`src/rtl/pkt_head_upd_merger.sv`:
```
// Merges software head-pointer updates into the packet metadata stream, flagging
// packets that can carry the pending descriptor and emitting descriptor-only entries otherwise.
package pkt_head_upd_merger_pkg;

  localparam int unsigned QIDW = 16;

  typedef struct packed {
    logic [31:0]     pkt_addr;
    logic [15:0]     pkt_len;
    logic [QIDW-1:0] pkt_queue_id;
    logic            needs_dsc;
    logic            descriptor_only;
  } pkt_meta_with_queues_t;

endpackage

module pkt_head_upd_merger
  import pkt_head_upd_merger_pkg::*;
#(
  parameter int unsigned NB_QUEUES       = 512,
  parameter int unsigned HEAD_FIFO_DEPTH = 16,
  parameter int unsigned MAX_PKT_BURST   = 8
) (
  input  logic                         clk,
  input  logic                         rst,
  input  pkt_meta_with_queues_t        in_meta_data,
  input  logic                         in_meta_valid,
  output logic                         in_meta_ready,
  input  logic [$clog2(NB_QUEUES)-1:0] head_upd_queue_id,
  input  logic                         head_upd_valid,
  output logic                         head_upd_ready,
  output pkt_meta_with_queues_t        out_meta_data,
  output logic                         out_meta_valid,
  input  logic                         out_meta_ready,
  output logic [31:0]                  pkt_cnt,
  output logic [31:0]                  dsc_only_cnt,
  output logic [31:0]                  merged_cnt,
  output logic [31:0]                  dup_cnt
);

  localparam int unsigned QW = $clog2(NB_QUEUES);
  localparam int unsigned AW = $clog2(HEAD_FIFO_DEPTH);
  localparam int unsigned CW = AW + 1;
  localparam int unsigned BW = $clog2(MAX_PKT_BURST + 1);

  logic [QW-1:0]        fifo_mem [HEAD_FIFO_DEPTH];
  logic [AW-1:0]        wr_ptr;
  logic [AW-1:0]        rd_ptr;
  logic [CW-1:0]        fifo_cnt;
  logic [NB_QUEUES-1:0] pending;
  logic [NB_QUEUES-1:0] pending_nxt;
  logic [BW-1:0]        burst_cnt;

  logic                  fifo_empty;
  logic                  fifo_full;
  logic                  slot_free;
  logic                  head_turn;
  logic [QW-1:0]         pkt_q;
  logic [QW-1:0]         head_q;
  logic                  pkt_fire;
  logic                  hu_fire;
  logic                  pop;
  logic                  pkt_merge;
  logic                  pop_live;
  logic                  hu_dup;
  logic                  push;
  pkt_meta_with_queues_t pkt_out;
  pkt_meta_with_queues_t dsc_out;

  // Arbitration between the packet stream and queued head updates
  assign fifo_empty     = (fifo_cnt == '0);
  assign fifo_full      = (fifo_cnt == CW'(HEAD_FIFO_DEPTH));
  assign slot_free      = !out_meta_valid || out_meta_ready;
  assign head_turn      = !fifo_empty &&
                          (!in_meta_valid || fifo_full || (burst_cnt == BW'(MAX_PKT_BURST)));
  assign in_meta_ready  = rst && slot_free && !head_turn;
  assign head_upd_ready = rst && !fifo_full;

  assign pkt_q     = in_meta_data.pkt_queue_id[QIDW-1 -: QW];
  assign head_q    = fifo_mem[rd_ptr];
  assign pkt_fire  = in_meta_valid && in_meta_ready;
  assign hu_fire   = head_upd_valid && head_upd_ready;
  assign pop       = rst && slot_free && head_turn;
  assign pkt_merge = pkt_fire && pending[pkt_q];
  assign pop_live  = pop && pending[head_q];
  assign hu_dup    = hu_fire && pending[head_upd_queue_id];
  assign push      = hu_fire && !pending[head_upd_queue_id];

  // Clears act on the pre-cycle pending state; a push only happens when the bit was 0
  always_comb begin
    pending_nxt = pending;
    if (pkt_merge) pending_nxt[pkt_q] = 1'b0;
    if (pop_live)  pending_nxt[head_q] = 1'b0;
    if (push)      pending_nxt[head_upd_queue_id] = 1'b1;
  end

  always_comb begin
    pkt_out                 = in_meta_data;
    pkt_out.needs_dsc       = pending[pkt_q];
    pkt_out.descriptor_only = 1'b0;
    dsc_out                 = '0;
    dsc_out.pkt_queue_id[QIDW-1 -: QW] = head_q;
    dsc_out.descriptor_only = 1'b1;
  end

  always_ff @(posedge clk) begin
    if (push) fifo_mem[wr_ptr] <= head_upd_queue_id;
  end

  always_ff @(posedge clk) begin
    if (!rst) begin
      wr_ptr         <= '0;
      rd_ptr         <= '0;
      fifo_cnt       <= '0;
      pending        <= '0;
      burst_cnt      <= '0;
      out_meta_data  <= '0;
      out_meta_valid <= 1'b0;
      pkt_cnt        <= '0;
      dsc_only_cnt   <= '0;
      merged_cnt     <= '0;
      dup_cnt        <= '0;
    end else begin
      wr_ptr   <= wr_ptr + AW'(push);
      rd_ptr   <= rd_ptr + AW'(pop);
      fifo_cnt <= fifo_cnt + CW'(push) - CW'(pop);
      pending  <= pending_nxt;

      if (pop || fifo_empty) begin
        burst_cnt <= '0;
      end else if (pkt_fire && (burst_cnt != BW'(MAX_PKT_BURST))) begin
        burst_cnt <= burst_cnt + BW'(1);
      end

      // Stale pops leave the slot empty for that cycle
      if (slot_free) begin
        if (pkt_fire) begin
          out_meta_data  <= pkt_out;
          out_meta_valid <= 1'b1;
        end else if (pop_live) begin
          out_meta_data  <= dsc_out;
          out_meta_valid <= 1'b1;
        end else begin
          out_meta_valid <= 1'b0;
        end
      end

      pkt_cnt      <= pkt_cnt + 32'(pkt_fire);
      merged_cnt   <= merged_cnt + 32'(pkt_merge);
      dsc_only_cnt <= dsc_only_cnt + 32'(pop_live);
      dup_cnt      <= dup_cnt + 32'(hu_dup);
    end
  end

endmodule

```
`config.mk`:
```
export PLATFORM = sky130hd
export DESIGN_NAME = pkt_head_upd_merger
export DESIGN_NICKNAME = d
export VERILOG_FILES = /design/src/rtl/pkt_head_upd_merger.sv
export SDC_FILE = /design/constraint.sdc
export NUM_CORES = 2
export LEC_CHECK = 0
export CAP_MARGIN = 20
export CELL_PAD_IN_SITES_DETAIL_PLACEMENT = 1
export CELL_PAD_IN_SITES_GLOBAL_PLACEMENT = 2
export CORE_ASPECT_RATIO = 0.5
export CORE_MARGIN = 8
export CORE_UTILIZATION = 39
export DETAILED_ROUTE_END_ITERATION = 8
export PLACE_DENSITY_LB_ADDON = 0.1
export SLEW_MARGIN = 20
export SYNTH_ARGS = -nofsm -noshare
export SYNTH_HDL_FRONTEND = slang
export SYNTH_SLANG_ARGS = --single-unit
```
`constraint.sdc`:
```
create_clock -name clk -period 7.5 [get_ports clk]
set_input_delay 1.5 -clock clk [delete_from_list [all_inputs] [get_ports clk]]
set_output_delay 1.5 -clock clk [all_outputs]
set_load 0.01 [all_outputs]
```
==> summary.log <==
INFO  critical_path  worstRegToRegCells=22
INFO  layout         areaGrowthSynthToFinish=15.0%
INFO  sta            finClkSkew=0.0518ns
INFO  floorplan      floorplan.die.height=273um
INFO  cts            cts.repair.resized=0
INFO  drt            via_per_inst=7.44
INFO  layout         fin_cells=7242
INFO  synthesis      syn_nets=5554
INFO  synthesis      synth.top_cells.by_area=sky130_fd_sc_hd__dfxtp_1 28%, sky130_fd_sc_hd__mux4_2 16%, sky130_fd_sc_hd__edfxtp_1 8.4%, sky130_fd_sc_hd__o211ai_1 8.4%, sky130_fd_sc_hd__nor4_1 5.8%
INFO  sta            unrepaired_setup_endpoints_after_global_routing=false
INFO  cts            post-cts-setup-buffer-count=0
INFO  synthesis      synth_edf_count=144
INFO  placement      detailed_place_hpwl=166mm
INFO  synthesis      yosys_register_bits=868
INFO  drt            route.antenna.remaining_nets=0
INFO  critical_path  critPathMaxStageDelay=0.62ns
INFO  floorplan      core.rowCount=94
INFO  sta            max_freq=0.138GHz
INFO  critical_path  worst-path-max-fanout=13
INFO  layout         num-fill-cells=14557
INFO  floorplan      initial_core_util=39.3%
INFO  power_and_ir_drop leakagePower=0.0179uW
INFO  synthesis      synthArstFlopShare=0%
INFO  global_route   grt_start_max_net_pins=192
INFO  global_route   first_global_vias=52874
INFO  critical_path  cp_data_arrival_time=7.85ns
INFO  synthesis      netlist-cell-type-count=72
INFO  cts            tritoncts.num_buffers=88
INFO  global_route   global_route.usage.total=36.4%
INFO  sta            setup_tns=0ns
INFO  power_and_ir_drop fin_total_pwr=14200uW
INFO  critical_path  timing.critical_path.to_type=flop
INFO  cts            max_root_sink_buffers=3
INFO  drt            detailedRoute.firstIterationViolations=8387
INFO  critical_path  crit_path_cell_trace=mux4_2 -> or2_2 -> a22oi_2 -> a21oi_4 -> buf_4 -> a32o_1 -> o41ai_1 -> nand4_1 -> a21oi_2 -> nand4_4 -> or2_0 -> inv_1 -> ha_1 -> ha_1 -> and2_1 -> nand3_1 -> nor2_1 -> and2_1 -> and4_1 -> nand2_1 -> xnor2_1 -> and2_1
INFO  layout         seqCellArea=18800squm
INFO  critical_path  regToRegStartpoint=rd_ptr[1]
INFO  sta            timing_worst_slew_pin_value=1.42ns
INFO  synthesis      synth_ff_type=sky130_fd_sc_hd__dfxtp_1
INFO  floorplan      die_width=531um
INFO  min_path       holdCritPathClass=reg2reg
INFO  critical_path  worst_r2r_endpoint=dsc_only_cnt[28]
INFO  global_route   global_route_wire_length_before_repair=391mm
INFO  critical_path  r2r_setup_slack=0.26ns
INFO  sta            timing.max_slew.rel_slack=5.42%
INFO  synthesis      synth-seq-area-share=36.4%
INFO  floorplan      floorplan.io_pins=277
INFO  cts            clock_latency_reported_for_the_late_side_of_the_worst_skew_pair=0.76ns
INFO  power_and_ir_drop peakVddDrop=220uV
INFO  critical_path  worst_setup_path_start_kind=flop
INFO  layout         nets=5487
INFO  synthesis      post-synth-top-area-cell=sky130_fd_sc_hd__dfxtp_1
INFO  global_route   globalRouteOverflowTotal=0
INFO  sta            post-route-min-period=7.24ns
INFO  flow_run       number_of_maximum_capacitance_violations=0
INFO  cts            h_tree_depth=3
INFO  layout         post_route_cells_drive_above_1_share=15.5%
INFO  drt            drt-wirelength-per-cell=38.2um
INFO  placement      place.detailed.instances=7072
INFO  floorplan      die_area=145000squm
INFO  cts            clk_root_buffer_cell=sky130_fd_sc_hd__clkbuf_16
INFO  drt            via_count=53867
INFO  global_route   antenna_violations_before_repair=14
INFO  critical_path  crit_end=dsc_only_cnt[28]
INFO  critical_path  critPathSlowestCell=sky130_fd_sc_hd__dfxtp_2
INFO  layout         multi_input_area=30000squm
INFO  cts            clock-sinks=868
INFO  synthesis      netlist.area_leader.share=28.0%
INFO  sta            finalCritPeriodShare=96.5%
INFO  sta            hold_ws=0.495ns
INFO  critical_path  worst_setup_path_startpoint=rd_ptr[1]
INFO  critical_path  worst-endpoint-required=8.11ns
INFO  synthesis      yosys_warnings=0
INFO  cts            clkTransAtPathRegs=0.07ns
INFO  synthesis      syn_area=51700squm
INFO  outcome        run_status=finished clean
INFO  drt            drcViolationCount=0
INFO  sta            setup_viol_count_final=0
INFO  drt            detail_route.wirelength=277mm
INFO  drt            first_pass_iters=6
INFO  placement      placed_area=56300squm
INFO  floorplan      fp.coreArea=131000squm
INFO  placement      port_buffers=274
INFO  layout         layout.cell_area.non_filler=59400squm
INFO  cts            cts_tree=done
INFO  min_path       hold_path_depth=2
INFO  cts            post_cts_hold_buffer_count=0
INFO  synthesis      syn_inst=5453
INFO  power_and_ir_drop power.density_cell_area=240nW/um^2
INFO  critical_path  critical_path_class=reg2reg
INFO  synthesis      ys_top_cells_by_count=724 x sky130_fd_sc_hd__dfxtp_1, 590 x sky130_fd_sc_hd__nand2_1, 576 x sky130_fd_sc_hd__o211ai_1, 482 x sky130_fd_sc_hd__nor4_1, 419 x sky130_fd_sc_hd__clkbuf_1
INFO  sta            max_slew_violation_count=0
INFO  synthesis      yosysMostFrequentCell=sky130_fd_sc_hd__dfxtp_1
INFO  sta            report.final.hold_viol_count=0
INFO  synthesis      synth.avg_cell_area=9.48squm
INFO  critical_path  worst_path_most_repeated_cell=sky130_fd_sc_hd__and2_1
INFO  placement      place.gp.congestion=0.957
metrics by stage:
stage	util [%]	worst slack, ns
2_1_floorplan	-	1.30
3_3_place_gp	42.8	0.528
3_5_place_dp	42.8	0.467
4_1_cts	45.2	0.412
5_1_grt	45.2	0.0670
6_report	45.2	0.262
placed cells by master, fill, tap and decap left out, drive strengths merged, types with 129 or more instances in the layout:
cell type / Yosys / layout
buf: 243 / 244
mux4: 374 / 374
o211ai: 576 / 576
clkdlybuf4s50: 0 / 261
a21oi: 136 / 136
o21ai: 232 / 232
nor4: 482 / 482
dfxtp: 724 / 724
o22ai: 337 / 337
nand2: 590 / 590
mux2i: 129 / 129
nand3: 193 / 193
edfxtp: 144 / 144
nor2: 205 / 205
critical path: cells and delay by family, from the launching register on:
family	cells	cell delay [ns]
AOI/OAI and AO/OA	5	2.14
xor gates and xnor gates	1	0.12
adders and majority gates	2	0.47
buffers and inverters	2	0.46
DFF	1	0.62
muxes	1	0.56
and+or+nand+nor	11	2.68
per-layer routing:
metal,global-route usage [%],share of wire [%],up-vias
li1,-,-,21376
met1,48.2,39,27249
met2,52.0,41,4266
met3,13.2,14,964
met4,18.7,5.9,12
met5,0.600,0.068,-
report_power, final:
group | internal (uW) | switching [uW] | total, uW
sequential | 4820 | 66.0 | 4880
clock | 2750 | 2200 | 4940
combinational | 1060 | 3360 | 4420
total | 8620 | 5620 | 14200
registers in the layout, indices dropped and copies added (netlist names):
signal and count:
merged_cnt 32, fifo_mem 144, dsc_only_cnt 32, rd_ptr 4, burst_cnt 4, wr_ptr 4
fifo_cnt 5, pkt_cnt 32, out_meta_data 66, dup_cnt 32, out_meta_valid 1, pending 512
logic make-up after synthesis:
logic type               after synthesis  synth area share (%)
AND/OR/NAND/NOR                     1711                  16.7
buffers and inverters                742                  6.10
XOR/XNOR                             115                  1.95
flip-flops                           868                  36.4
AO/OA/AOI/OAI                       1488                  19.5
adder cells (fa/ha/maj)               21                 0.523
multiplexers                         508                  18.9
layout make-up:
class / instances / share of cell area [%]
multi-input combinational: 3843 / 50.4
sequential: 868 / 31.7
timing repair buffer: 505 / 8.39
clock buffer: 128 / 4.29
tap: 1776 / 3.74
clock inverter: 35 / 0.968
inverter: 80 / 0.514
antenna: 7 / 0.0295
worst min path at each step:
| stage | start | endpoint | slack, ns |
|---|---|---|---|
| after global placement | pkt_cnt[31] | pkt_cnt[31] | 0.47 |
| after detailed placement | out_meta_data[1] | out_meta_data[1] | 0.48 |
| after CTS | out_meta_data[1] | out_meta_data[1] | 0.50 |
| after floorplan | pending[495] | pending[495] | 0.47 |
| final | pkt_cnt[31] | pkt_cnt[31] | 0.50 |
| after global routing | out_meta_data[15] | out_meta_data[15] | 0.51 |
(Power assumes the default switching activity.)
